===== config.mk =====
export PLATFORM = sky130hd
export DESIGN_NAME = sar_search_ctrl_flat
export DESIGN_NICKNAME = d
export VERILOG_FILES = /design/src/rtl/sar_search_if.sv /design/src/rtl/sar_search_ctrl.sv /design/src/flat_wrapper.sv
export SDC_FILE = /design/constraint.sdc
export NUM_CORES = 1
export LEC_CHECK = 0
export ABC_AREA = 1
export CAP_MARGIN = 20
export CORE_AREA = 2 2 117 119
export DETAILED_ROUTE_END_ITERATION = 8
export DIE_AREA = 0 0 119 121
export HOLD_SLACK_MARGIN = 0.08
export PLACE_DENSITY_LB_ADDON = 0.3
export SYNTH_ARGS = -nofsm -noshare
export SYNTH_HDL_FRONTEND = slang
export SYNTH_SLANG_ARGS = --single-unit

===== constraint.sdc =====
create_clock -name clk -period 2.2 [get_ports clk]
set_input_delay 0.55 -clock clk [delete_from_list [all_inputs] [get_ports clk]]
set_output_delay 0.55 -clock clk [all_outputs]
set_load 0.03 [all_outputs]

===== src/rtl/sar_search_if.sv =====
// Magnitude-compare initiator bus: search handshake, comparator flags and probe operand.
// Optional probe counter port enabled by SAR_PROBE_CNT_EN.
interface sar_search_if #(
  parameter int unsigned WIDTH = 16
) ();
  logic             start;
  logic             gt;
  logic             lt;
  logic             eq;
  logic [WIDTH-1:0] probe;
  logic             busy;
  logic             done;
  logic [WIDTH-1:0] result;
  logic             found;
  logic             err;

`ifdef SAR_PROBE_CNT_EN
  localparam int unsigned CW = $clog2(WIDTH + 2);
  logic [CW-1:0]    probe_cnt;

  modport master (
    input  start, gt, lt, eq,
    output probe, busy, done, result, found, err, probe_cnt
  );
  modport slave (
    output start, gt, lt, eq,
    input  probe, busy, done, result, found, err, probe_cnt
  );
`else
  modport master (
    input  start, gt, lt, eq,
    output probe, busy, done, result, found, err
  );
  modport slave (
    output start, gt, lt, eq,
    input  probe, busy, done, result, found, err
  );
`endif
endinterface


===== src/rtl/sar_search_ctrl.sv =====
// Successive-approximation search against an external magnitude comparator, MSB first.
// Optional per-search probe counter enabled by SAR_PROBE_CNT_EN.
module sar_search_ctrl #(
  parameter int unsigned WIDTH = 16
) (
  input  logic         clk,
  input  logic         rst,
  sar_search_if.master bus
);
  localparam int unsigned KW = (WIDTH > 1) ? $clog2(WIDTH) : 1;

  typedef enum logic [1:0] {
    IDLE   = 2'd0,
    PROBE  = 2'd1,
    VERIFY = 2'd2
  } state_t;

  state_t           state_q, state_d;
  logic [KW-1:0]    k_q, k_d;
  logic [WIDTH-1:0] acc_q, acc_d;
  logic [WIDTH-1:0] probe_q, probe_d;
  logic [WIDTH-1:0] result_q, result_d;
  logic             busy_q, busy_d;
  logic             done_q, done_d;
  logic             found_q, found_d;
  logic             err_q, err_d;
  logic [WIDTH-1:0] bit_k;
  logic [WIDTH-1:0] acc_upd;
  logic             flags_ok;

`ifdef SAR_PROBE_CNT_EN
  localparam int unsigned CW = $clog2(WIDTH + 2);
  logic [CW-1:0]    cnt_q, cnt_d;
`endif

  // State and output registers
  always_ff @(posedge clk or posedge rst) begin
    if (rst) begin
      state_q  <= IDLE;
      k_q      <= '0;
      acc_q    <= '0;
      probe_q  <= '0;
      result_q <= '0;
      busy_q   <= 1'b0;
      done_q   <= 1'b0;
      found_q  <= 1'b0;
      err_q    <= 1'b0;
`ifdef SAR_PROBE_CNT_EN
      cnt_q    <= '0;
`endif
    end else begin
      state_q  <= state_d;
      k_q      <= k_d;
      acc_q    <= acc_d;
      probe_q  <= probe_d;
      result_q <= result_d;
      busy_q   <= busy_d;
      done_q   <= done_d;
      found_q  <= found_d;
      err_q    <= err_d;
`ifdef SAR_PROBE_CNT_EN
      cnt_q    <= cnt_d;
`endif
    end
  end

  // Next-state and output decode; done is a single-cycle pulse by default-low
  always_comb begin
    state_d  = state_q;
    k_d      = k_q;
    acc_d    = acc_q;
    probe_d  = probe_q;
    result_d = result_q;
    busy_d   = busy_q;
    done_d   = 1'b0;
    found_d  = found_q;
    err_d    = err_q;
`ifdef SAR_PROBE_CNT_EN
    cnt_d    = cnt_q;
`endif
    bit_k    = WIDTH'(1) << k_q;
    acc_upd  = acc_q;
    flags_ok = ({bus.gt, bus.lt, bus.eq} == 3'b100) ||
               ({bus.gt, bus.lt, bus.eq} == 3'b010) ||
               ({bus.gt, bus.lt, bus.eq} == 3'b001);

    unique case (state_q)
      IDLE: begin
        if (bus.start) begin
          state_d = PROBE;
          k_d     = KW'(WIDTH - 1);
          acc_d   = '0;
          probe_d = WIDTH'(1) << (WIDTH - 1);
          busy_d  = 1'b1;
          found_d = 1'b0;
          err_d   = 1'b0;
`ifdef SAR_PROBE_CNT_EN
          cnt_d   = CW'(1);
`endif
        end
      end

      PROBE: begin
        if (!flags_ok) begin
          err_d    = 1'b1;
          found_d  = 1'b0;
          result_d = probe_q;
          done_d   = 1'b1;
          busy_d   = 1'b0;
          state_d  = IDLE;
        end else if (bus.eq) begin
          result_d = probe_q;
          found_d  = 1'b1;
          done_d   = 1'b1;
          busy_d   = 1'b0;
          state_d  = IDLE;
        end else begin
          // lt means the target is above the probe, so the trial bit stays
          acc_upd = bus.lt ? (acc_q | bit_k) : acc_q;
          acc_d   = acc_upd;
          if (k_q != '0) begin
            k_d     = k_q - KW'(1);
            probe_d = acc_upd | (WIDTH'(1) << (k_q - KW'(1)));
          end else begin
            probe_d = acc_upd;
            state_d = VERIFY;
          end
`ifdef SAR_PROBE_CNT_EN
          cnt_d = cnt_q + CW'(1);
`endif
        end
      end

      VERIFY: begin
        if (!flags_ok) begin
          err_d    = 1'b1;
          found_d  = 1'b0;
          result_d = probe_q;
        end else begin
          found_d  = bus.eq;
          result_d = acc_q;
        end
        done_d  = 1'b1;
        busy_d  = 1'b0;
        state_d = IDLE;
      end

      default: state_d = IDLE;
    endcase
  end

  assign bus.probe  = probe_q;
  assign bus.busy   = busy_q;
  assign bus.done   = done_q;
  assign bus.result = result_q;
  assign bus.found  = found_q;
  assign bus.err    = err_q;
`ifdef SAR_PROBE_CNT_EN
  assign bus.probe_cnt = cnt_q;
`endif

endmodule


===== src/flat_wrapper.sv =====
// flat-port wrapper written by rule: the top's interface ports become plain ports
module sar_search_ctrl_flat 
#(
  parameter int unsigned WIDTH = 16
)
  (clk, rst, bus_start, bus_gt, bus_lt, bus_eq, bus_probe, bus_busy, bus_done, bus_result, bus_found, bus_err);
  sar_search_if #(.WIDTH(WIDTH)) bus_i ();
  input  logic clk;
  input  logic rst;
  input wire logic [$bits(bus_i.start)-1:0] bus_start;
  input wire logic [$bits(bus_i.gt)-1:0] bus_gt;
  input wire logic [$bits(bus_i.lt)-1:0] bus_lt;
  input wire logic [$bits(bus_i.eq)-1:0] bus_eq;
  output wire logic [$bits(bus_i.probe)-1:0] bus_probe;
  output wire logic [$bits(bus_i.busy)-1:0] bus_busy;
  output wire logic [$bits(bus_i.done)-1:0] bus_done;
  output wire logic [$bits(bus_i.result)-1:0] bus_result;
  output wire logic [$bits(bus_i.found)-1:0] bus_found;
  output wire logic [$bits(bus_i.err)-1:0] bus_err;
  assign bus_i.start = bus_start;
  assign bus_i.gt = bus_gt;
  assign bus_i.lt = bus_lt;
  assign bus_i.eq = bus_eq;
  assign bus_probe = bus_i.probe;
  assign bus_busy = bus_i.busy;
  assign bus_done = bus_i.done;
  assign bus_result = bus_i.result;
  assign bus_found = bus_i.found;
  assign bus_err = bus_i.err;
  sar_search_ctrl #(.WIDTH(WIDTH)) u_core (.clk(clk), .rst(rst), .bus(bus_i));
endmodule

Yosys cells after proc, flatten, opt, wreduce, memory -nomap -nowiden
Cells that the tools add are included.
{ "totals": {"inputBits": 6, "wordCells": 79, "ff_bits": 58, "out_inout_bits": 36} }
{ "op_classes": {"muxes": 38, "eq_ne": 12, "shift": 2, "n_reduce_logical": 15, "bitwise_logic": 2, "add_sub_neg": 1} }
{ "ops": {"columns": ["cell", "count"], "rows": [
  ["16-bit 2-to-1 mux", 11],
  ["16-bit case mux with 2 select lines", 3],
  ["16-bit bitwise OR", 2],
  ["1-bit by 4-bit << shifter with 16-bit output, first input constant", 2],
  ["4-bit 2-to-1 mux", 4],
  ["1-bit 2-to-1 mux", 10],
  ["2-bit 2-to-1 mux", 4],
  ["4-bit case mux with 2 select lines", 1],
  ["2-bit inequality test, second input constant", 3],
  ["1-bit case mux with 3 select lines", 2],
  ["3-bit AND reduction", 2],
  ["2-bit nonzero test", 3],
  ["5-bit AND reduction", 1],
  ["2-bit by 1-bit inequality test with 1-bit output, second input constant", 2],
  ["4-bit inequality test, second input constant", 1],
  ["1-bit case mux with 2 select lines", 2],
  ["2-bit case mux with 2 select lines", 1],
  ["2-bit AND reduction", 2],
  ["4-bit AND reduction", 1],
  ["4-bit nonzero test", 1],
  ["4-bit by 1-bit subtractor with 4-bit output, second input constant", 1],
  ["3-bit by 1-bit equality test with 1-bit output, second input constant", 1],
  ["3-bit by 2-bit equality test with 1-bit output, second input constant", 1],
  ["3-bit equality test, second input constant", 1],
  ["other kinds (7)", 8]
]} }

Longest topological paths before layout
Gate-level depths: netlist of run 1.
{ "depth": {"word_depth": 8, "depth_mapped": 10, "depth_no_buf": 9} }

Worst setup path before layout of run 1
Ideal clock, no wire load.
{ "synth_path": {"kind": "reg-to-reg", "from": "register u_core.state_q[0]", "to": "register u_core.probe_q[0] (netlist: u_core.bus.probe[0])", "path_buffers": 1, "arrival_ps": 1476, "required_ps": 2080, "period_less_slack_ps": 1596, "stages_incl_launch_ff": 10, "setup_time_ps": 120, "slack_ps": 604, "path_cell_list": "dfrtp_1 inv_1 ha_1 inv_1 nor2_1 a21oi_2 clkbuf_1 nand3_1 nor2_1 nor2_1"} }
{ "synth_between": {"elab_chain_len": 3, "word_cells_on_any_way": 8, "cone_classes": "4 x eq/ne; 1 x mux; 3 x reduce/logical"} }
{ "synth_rtl": {"columns": ["element", "line", "text"], "rows": [
  ["start: declaration", "sar_search_ctrl.sv:18", "state_t state_q, state_d;"],
  ["start signal: assignment", "sar_search_ctrl.sv:52", "state_q <= state_d;"],
  ["2-bit by 1-bit equality test with 1-bit output or 2-bit zero test (tied branches)", "sar_search_ctrl.sv:87", "unique case (state_q)"],
  ["2-bit by 1-bit inequality test with 1-bit output (no line), or another cell as far along", null, null],
  ["4-bit AND reduction (no line)", null, null],
  ["end signal: assignment", "sar_search_ctrl.sv:55", "probe_q <= probe_d;"],
  ["end: declaration", "sar_search_ctrl.sv:21", "logic [WIDTH-1:0] probe_q, probe_d;"]
]} }
Parallel ways exist; a longest one is shown, timed or not.
A chain may end at the register's enable or synchronous reset.

Worst setup path after layout of run 1
{ "layout_path": {"from": "register u_core.probe_q[15] (netlist: u_core.bus.probe[15])", "to": "output port bus_probe[15]"} }
{ "layout_rtl": {"columns": ["element", "line", "text"], "rows": [
  ["end: declaration", "flat_wrapper.sv:14", "output wire logic [$bits(bus_i.probe)-1:0] bus_probe;"]
]} }
No word-level cell between the ends.

==> impl_metrics.json, run 1 <==
{
  "outcome": "finished, final reports clean",
  "clock_skew_ns": 0.00811,
  "netlist_top_cells_area": "dfrtp_1, nand2_1, nand3_1",
  "core_area_um2": 13100,
  "stdcell_area_um2": 4310,
  "final_util_pct": 32.9,
  "leakagePower_nw": 2.10,
  "ios": 42,
  "htree_levels": 3,
  "ant_nets": 0,
  "hold_viol_final": 0,
  "regArea_um2": 1450,
  "port_buffers": 41,
  "crit_buf_inv": 1,
  "start_kind": "register",
  "max-cap-violations": 0,
  "cpMaxStageDelayCell": "clkdlybuf4s50_1",
  "dr.pass1.iters": 4,
  "via_per_inst": 4.28,
  "drive_gt1_share_pct": 10.8,
  "grt_max_degree": 59,
  "min_path_type": "reg -> reg",
  "cp_slowest_stage_delay_ns": 0.70,
  "critical-path-top-delay-family": "buffers and inverters",
  "ys_seq_elements": 58,
  "grt_pass1_wl_um": 14500,
  "dpl_cell_area_um2": 3970,
  "syn_to_final_growth_pct": 33.0,
  "syn-cell-area_um2": 3240,
  "slew_violations": 0,
  "grt_usage_pct": 12.6,
  "layout_common_cells": "nand2_1, dfrtp_1, clkdlybuf4s50_1",
  "synth_largest_area_cell": "dfrtp_1",
  "min_period_ns": 1.98,
  "drt_iter0_markers": 136,
  "die_area_um2": 14400,
  "synth_nets": 453,
  "tns_ns": 0,
  "gp_congestion": 0.850,
  "fin_nets": 509,
  "ys_seq_area_share_pct": 44.8,
  "start_util_pct": 24.7,
  "crit_fanout": 3,
  "cts_made_buffers": 9,
  "endpoint_kind": "output pin",
  "clock-sinks": 58,
  "cts_hold_buf": 0,
  "crit_type": "reg -> out",
  "synth_edf_count": 0,
  "gr-total-overflow": 0,
  "grt_pass1_vias": 2921,
  "setup_viol": 0,
  "clockRootBuffer": "clkbuf_16",
  "rsz0062_at_grt": "no",
  "fmax_ghz": 0.505,
  "dr_total_vias": 2890,
  "antenna_cells": 0,
  "drt-total-wl_um": 8460,
  "wl_per_cell_um": 12.5,
  "synth_cell_types": 32,
  "dominantRegCellSynth": "dfrtp_1",
  "arrival_ns": 1.43,
  "cts_buffer_depth": 2,
  "fp.dieW_um": 119,
  "ctsResizeCount": 0,
  "multi_input_area_um2": 1510,
  "critical_path_required_ns": 1.65,
  "fp-row-count": 42,
  "antenna_found_initial": 0,
  "worst_slew_pin_slew_ns": 0.453,
  "syn_area_per_cell_um2": 7.39,
  "cp_cell_sequence": "clkdlybuf4s50_1",
  "drc": 0,
  "path_clk_slew_ns": 0.05,
  "syn_inst": 438,
  "cts_tree": "yes",
  "yosysTopAreaCellShare_pct": 44.8,
  "async_flop_share_pct": 100,
  "slew_headroom_pct": 69.8,
  "post-dp-hpwl_um": 5990,
  "mostFrequentLayoutCell": "nand2_1",
  "fillCellCount": 1383,
  "ys_warn_count": 0,
  "insertion_delay_ns": 0.33,
  "post-cts-setup-buffers": 0,
  "post-route-period-util_pct": 90.0,
  "power_density_nw_per_um2": 1550,
  "dieHeight_um": 121,
  "ir_drop_uv": 494
}
## sequential cells by signal, summed over array words and instances (netlist names)
name and flops:
u_core.bus.result 16, u_core.bus.found 1, u_core.state_q 2, u_core.acc_q 16, u_core.bus.probe 16, u_core.bus.err 1, u_core.k_q 4, u_core.bus.busy 1
u_core.bus.done 1
## power breakdown
part | switching (mW) | total, mW | internal [mW]
clock | 0.493 | 1.57 | 1.08
combinational | 2.10 | 3.32 | 1.23
sequential | 0.318 | 1.79 | 1.48
total | 2.91 | 6.69 | 3.78
## through the flow
stage                     total power, mW  hold slack (ns)  worst slack, ns  instances
after detailed placement             5.16            0.467          -0.0260        659
after CTS                            6.77            0.481            0.203        675
after global placement               5.13            0.466          0.00386        659
final                                6.69            0.473            0.220        675
after floorplan                      4.00            0.459            0.222        438
after global routing                 7.19            0.496            0.112        675
## routing by layer
layer | GRT usage (%) | up-vias | part of all wire (%)
met5 | 0 | - | 0
met4 | 3.05 | 0 | 1.0
met3 | 3.62 | 7 | 4.8
met2 | 21.6 | 59 | 47
met1 | 15.6 | 1331 | 47
li1 | - | 1493 | -
## cell families after synthesis
| group | count (synthesis) | synth area share, % |
|---|---|---|
| buffers and inverters | 60 | 8.58 |
| adders and majority gates | 9 | 3.48 |
| DFF | 58 | 44.8 |
| xor gates and xnor gates | 2 | 0.541 |
| and+or+nand+nor | 257 | 33.8 |
| AOI/OAI and AO/OA | 52 | 8.77 |
## synth_stat cells, types with 2 or more instances
master    instances
or2_1             4
inv_1            40
buf_4             5
buf_6             4
nand3_2           2
ha_1              9
buf_2             3
o21ai_0          23
a21oi_1           9
a31oi_1           7
o21ai_1           9
nand4_1           4
nand2_4           2
nand2_2           5
and2_1            7
clkbuf_1          4
nor2_1           33
or2_2             2
inv_2             3
nand3_1          32
dfrtp_1          58
nand2_1         163
## layout make-up
class | count | share of cell area, %
well taps | 176 | 5.11
inverters | 44 | 3.83
repair buffers | 61 | 14.5
flip-flops and latches | 58 | 33.7
multi-input cells | 320 | 35.0
clock inverters | 4 | 1.68
clock buffers | 12 | 6.19
## path summary, 6_finish.rpt
kind | from | endpoint | slack [ns] | depth (start not counted)
max in group asynchronous | rst | u_core.bus.result[14] | 1.33 | 3
min in group asynchronous | rst | u_core.bus.result[5] | 0.60 | 3
worst min-delay path | u_core.bus.result[12] | u_core.bus.result[12] | 0.47 | 2
worst min register to register | u_core.bus.result[12] | u_core.bus.result[12] | 0.47 | 2
worst max register to register | u_core.k_q[0] | u_core.bus.probe[15] | 0.34 | 9
worst max-delay path | u_core.bus.probe[15] | bus_probe[15] | 0.22 | 1
No activity file was read; power rests on OpenSTA's default activity.
==> inputs of run 2 (changes only) <==
--- a/config.mk
+++ b/config.mk
@@ -7,6 +7,8 @@
 export LEC_CHECK = 0
 export ABC_AREA = 1
 export CAP_MARGIN = 20
+export CELL_PAD_IN_SITES_DETAIL_PLACEMENT = 0
+export CELL_PAD_IN_SITES_GLOBAL_PLACEMENT = 1
 export CORE_AREA = 2 2 117 119
 export DETAILED_ROUTE_END_ITERATION = 8
 export DIE_AREA = 0 0 119 121
==> impl_metrics.json, run 2 (synthesis results as in run 1) <==
{
  "wl_per_cell_um": 13.2,
  "ios": 42,
  "worst_slew_pin_slew_ns": 0.521,
  "dp_cells": 665,
  "post-dp-hpwl_um": 6710,
  "antenna_found_initial": 0,
  "dieHeight_um": 121,
  "ir_drop_uv": 357,
  "layout_common_cells": "nand2_1, dfrtp_1, clkdlybuf4s50_1",
  "critical_path_required_ns": 2.42,
  "slew_violations": 0,
  "grt_pass1_wl_um": 15200,
  "grt_max_degree": 38,
  "slew_headroom_pct": 65.0,
  "fp-row-count": 42,
  "dpl_cell_area_um2": 4030,
  "insertion_delay_ns": 0.33,
  "syn_to_final_growth_pct": 33.1,
  "reg2reg_from": "u_core.k_q[0]",
  "ant_nets": 0,
  "die_area_um2": 14400,
  "drt-total-wl_um": 9010,
  "clockRootBuffer": "clkbuf_16",
  "hold_end": "u_core.bus.result[7]",
  "fillCellCount": 1406,
  "fmax_ghz": 0.507,
  "post-cts-setup-buffers": 0,
  "drive_gt1_share_pct": 11.5,
  "core_area_um2": 13100,
  "min_from": "u_core.bus.result[7]",
  "gr-total-overflow": 0,
  "clock-sinks": 58,
  "cts_tree": "yes",
  "endpoint_kind": "register",
  "grt_usage_pct": 13.7,
  "cts_hold_buf": 0,
  "grt_pass1_vias": 2941,
  "rsz0062_at_grt": "no",
  "post-route-period-util_pct": 89.6,
  "dr_total_vias": 2913,
  "start_kind": "input port",
  "path_clk_slew_ns": 0.05,
  "arrival_ns": 2.19,
  "antenna_cells": 0,
  "min_path_cells": 2,
  "htree_levels": 3,
  "via_per_inst": 4.28,
  "start_util_pct": 24.7,
  "port_buffers": 41,
  "outcome": "finished, final reports clean",
  "cts_made_buffers": 9,
  "layout.cells.non_filler": 681,
  "crit_type": "in -> reg",
  "stdcell_area_um2": 4310,
  "cts_buffer_depth": 2,
  "dr.pass1.iters": 4,
  "r2r_slack_ns": 0.28,
  "hold_viol_final": 0,
  "gp_congestion": 0.790,
  "drc": 0,
  "crit_fanout": 10,
  "min_path_type": "reg -> reg",
  "fin_nets": 515,
  "mostFrequentLayoutCell": "nand2_1",
  "leakagePower_nw": 2.11,
  "total_power_mw": 6.60,
  "drt_iter0_markers": 149,
  "fp.dieW_um": 119,
  "ctsResizeCount": 0,
  "clock_skew_ns": 0.00616,
  "r2r.worst_path.cells": 9,
  "power_density_nw_per_um2": 1530,
  "r2r-end": "u_core.bus.probe[15]",
  "max-cap-violations": 0,
  "min_period_ns": 1.97,
  "setup_viol": 0
}
## run 2: cell count changes in the layout (fill, tap and decap cells not counted)
| cell | previous run | this run |
|---|---|---|
| buf_12 | 5 | 6 |
| buf_4 | 15 | 20 |
| bufinv_16 | 2 | 0 |
| clkbuf_1 | 0 | 2 |
| clkinv_2 | 1 | 2 |
| clkinvlp_4 | 1 | 0 |
## run 2: per-stage QoR
step | util (%) | worst slack [ns] | hold slack (ns) | TNS, ns
3_5_place_dp | 30.8 | -0.109 | 0.467 | -2.11
6_report | 32.9 | 0.229 | 0.474 | 0
4_1_cts | 32.9 | 0.227 | 0.481 | 0
2_1_floorplan | - | 0.222 | 0.459 | 0
3_3_place_gp | 30.8 | -0.101 | 0.462 | -1.81
5_1_grt | 32.9 | 0.106 | 0.502 | 0
## run 2: worst max path at each step
| stage | cells after the start | from | end | slack, ns |
|---|---|---|---|---|
| final | 10 | bus_lt | u_core.bus.result[10] | 0.23 |
| after CTS | 1 | u_core.bus.probe[0] | bus_probe[0] | 0.23 |
| after floorplan | 1 | rst | u_core.acc_q[0] | 0.22 |
| after global routing | 9 | u_core.k_q[0] | u_core.bus.probe[15] | 0.11 |
| after global placement | 10 | bus_lt | u_core.bus.result[10] | -0.10 |
| after detailed placement | 10 | bus_lt | u_core.bus.result[10] | -0.11 |
## run 2: area by class of cell
cell class / instances / area [um2] / area share (%)
clock buffer: 14 / 274 / 6.36
clock inverter: 2 / 10.0 / 0.232
inverter: 44 / 165 / 3.83
multi-input combinational: 320 / 1510 / 35.0
sequential: 58 / 1450 / 33.7
tap: 176 / 220 / 5.11
timing repair buffer: 67 / 681 / 15.8
## run 2: where the power goes
group	total (mW)	switching [mW]	leakage (nW)	internal, mW
Sequential	1.78	0.304	0.759	1.48
Combinational	3.49	2.18	1.21	1.31
Clock	1.32	0.473	0.143	0.850
## run 2: layer usage
metal,wire length [um],GRT usage (%),part of all wire (%),up-vias
li1,-,-,-,1497
met1,4300,17.6,48,1361
met2,4220,22.1,47,43
met3,295,3.20,3.3,12
met4,193,5.73,2.1,0
met5,0,0,0,-
## run 2: worst max-delay path: stages
cell and delay, ns:
clkdlybuf4s50_1 0.58, inv_2 0.07, nand2_1 0.08, nand3_2 0.07, nand2_2 0.10, nand2_2 0.19
buf_4 0.21, or2_1 0.20, nand3_1 0.08, nand2_1 0.05
==> inputs of run 3 (changes only) <==
--- a/config.mk
+++ b/config.mk
@@ -13,6 +13,7 @@
 export DETAILED_ROUTE_END_ITERATION = 8
 export DIE_AREA = 0 0 119 121
 export HOLD_SLACK_MARGIN = 0.08
+export MAX_ROUTING_LAYER = met4
 export PLACE_DENSITY_LB_ADDON = 0.3
 export SYNTH_ARGS = -nofsm -noshare
 export SYNTH_HDL_FRONTEND = slang
==> impl_metrics.json, run 3 (synthesis results as in run 1) <==
{
  "htree_levels": 3,
  "die_area_um2": 14400,
  "total_power_mw": 6.59,
  "whs_ns": 0.474,
  "dieHeight_um": 121,
  "dpl_cell_area_um2": 4030,
  "stdcell_area_um2": 4310,
  "slew_headroom_pct": 65.1,
  "drt-met1-wl_um": 4300,
  "fin_nets": 515,
  "fmax_ghz": 0.508,
  "timing.final.ws_setup_ns": 0.232,
  "min_period_ns": 1.97,
  "final_util_pct": 32.9,
  "dp_cells": 665,
  "antenna_found_initial": 0,
  "multi_input_area_um2": 1510,
  "slew_violations": 0,
  "hold_viol_final": 0,
  "clock_skew_ns": 0.00620,
  "post-dp-hpwl_um": 6710,
  "syn_to_final_growth_pct": 33.1,
  "gr-total-overflow": 0,
  "start_kind": "input port",
  "antenna_cells": 0,
  "outcome": "finished, final reports clean",
  "endpoint_kind": "register",
  "ctsResizeCount": 0,
  "cts_buffer_depth": 2,
  "dr_total_vias": 2922,
  "ant_nets": 0,
  "post-cts-setup-buffers": 0,
  "max-cap-violations": 0,
  "dr.pass1.iters": 4,
  "drt_iter0_markers": 165,
  "pre_cts_slack_ns": -0.109,
  "core_area_um2": 13100,
  "worst_slew_pin_slew_ns": 0.520,
  "post-route-period-util_pct": 89.5,
  "fp-row-count": 42,
  "rsz0062_at_grt": "no",
  "ir_drop_uv": 354,
  "gp_congestion": 0.802,
  "cts_tree": "yes",
  "drt-total-wl_um": 8990,
  "layout.cells.non_filler": 681,
  "drive_gt1_share_pct": 11.5,
  "min_path_cells": 2,
  "via_per_inst": 4.29,
  "critical_path_required_ns": 2.42,
  "clockRootBuffer": "clkbuf_16",
  "min_from": "u_core.bus.result[7]",
  "layout_common_cells": "nand2_1, dfrtp_1, clkdlybuf4s50_1",
  "arrival_ns": 2.18,
  "port_buffers": 41,
  "clock-sinks": 58,
  "cts_hold_buf": 0,
  "wl_met3_um": 285,
  "cts_made_buffers": 9,
  "ios": 42,
  "drc": 0,
  "path_clk_slew_ns": 0.05,
  "tns_ns": 0,
  "grt_pass1_vias": 2938,
  "r2r-end": "u_core.bus.probe[15]",
  "r2r.worst_path.cells": 9,
  "leakagePower_nw": 2.11,
  "crit_fanout": 10,
  "hold_end": "u_core.bus.result[7]",
  "setup_viol": 0,
  "regArea_um2": 1450,
  "reg2reg_from": "u_core.k_q[0]",
  "wl_per_cell_um": 13.2,
  "fillCellCount": 1406,
  "wl_met2_um": 4270,
  "grt_max_degree": 38,
  "grt_pass1_wl_um": 15200,
  "r2r_slack_ns": 0.29,
  "power_density_nw_per_um2": 1530,
  "mostFrequentLayoutCell": "nand2_1",
  "fp.dieW_um": 119,
  "crit_type": "in -> reg",
  "start_util_pct": 24.7,
  "dr.max_layer_used": "met4",
  "grt_usage_pct": 14.1,
  "min_path_type": "reg -> reg",
  "insertion_delay_ns": 0.33
}
[run 3: cell counts in the layout (fill, tap and decap cells not counted)]
No cell type changed its count.
[run 3: metal layers]
layer,GRT usage [%],vias up
met3,3.24,6
met5,-,-
met2,22.1,45
met4,5.73,0
li1,-,1502
met1,17.7,1369
[run 3: layout make-up]
type	count	area share (%)
tap	176	5.11
sequential	58	33.7
inverter	44	3.83
timing repair buffer	67	15.8
clock inverter	2	0.232
multi-input combinational	320	35.0
clock buffer	14	6.36
[run 3: critical path, cell delays in order]
cell and delay [ns]:
clkdlybuf4s50_1 0.58, inv_2 0.07, nand2_1 0.08, nand3_2 0.07, nand2_2 0.10, nand2_2 0.19, buf_4 0.21, or2_1 0.20
nand3_1 0.08, nand2_1 0.05
[run 3: worst max path at each step]
stage	cells past startpoint	slack, ns	start	endpoint
global placement	10	-0.10	bus_lt	u_core.bus.result[10]
detailed placement	10	-0.11	bus_lt	u_core.bus.result[10]
floorplan	1	0.22	rst	u_core.acc_q[0]
global route	9	0.11	u_core.k_q[0]	u_core.bus.probe[15]
CTS	1	0.23	u_core.bus.probe[0]	bus_probe[0]
finish	10	0.23	bus_lt	u_core.bus.result[10]
[run 3: power breakdown]
part	switching [mW]	internal, mW	total (mW)
Combinational	2.18	1.31	3.49
Clock	0.470	0.850	1.32
Sequential	0.303	1.48	1.78
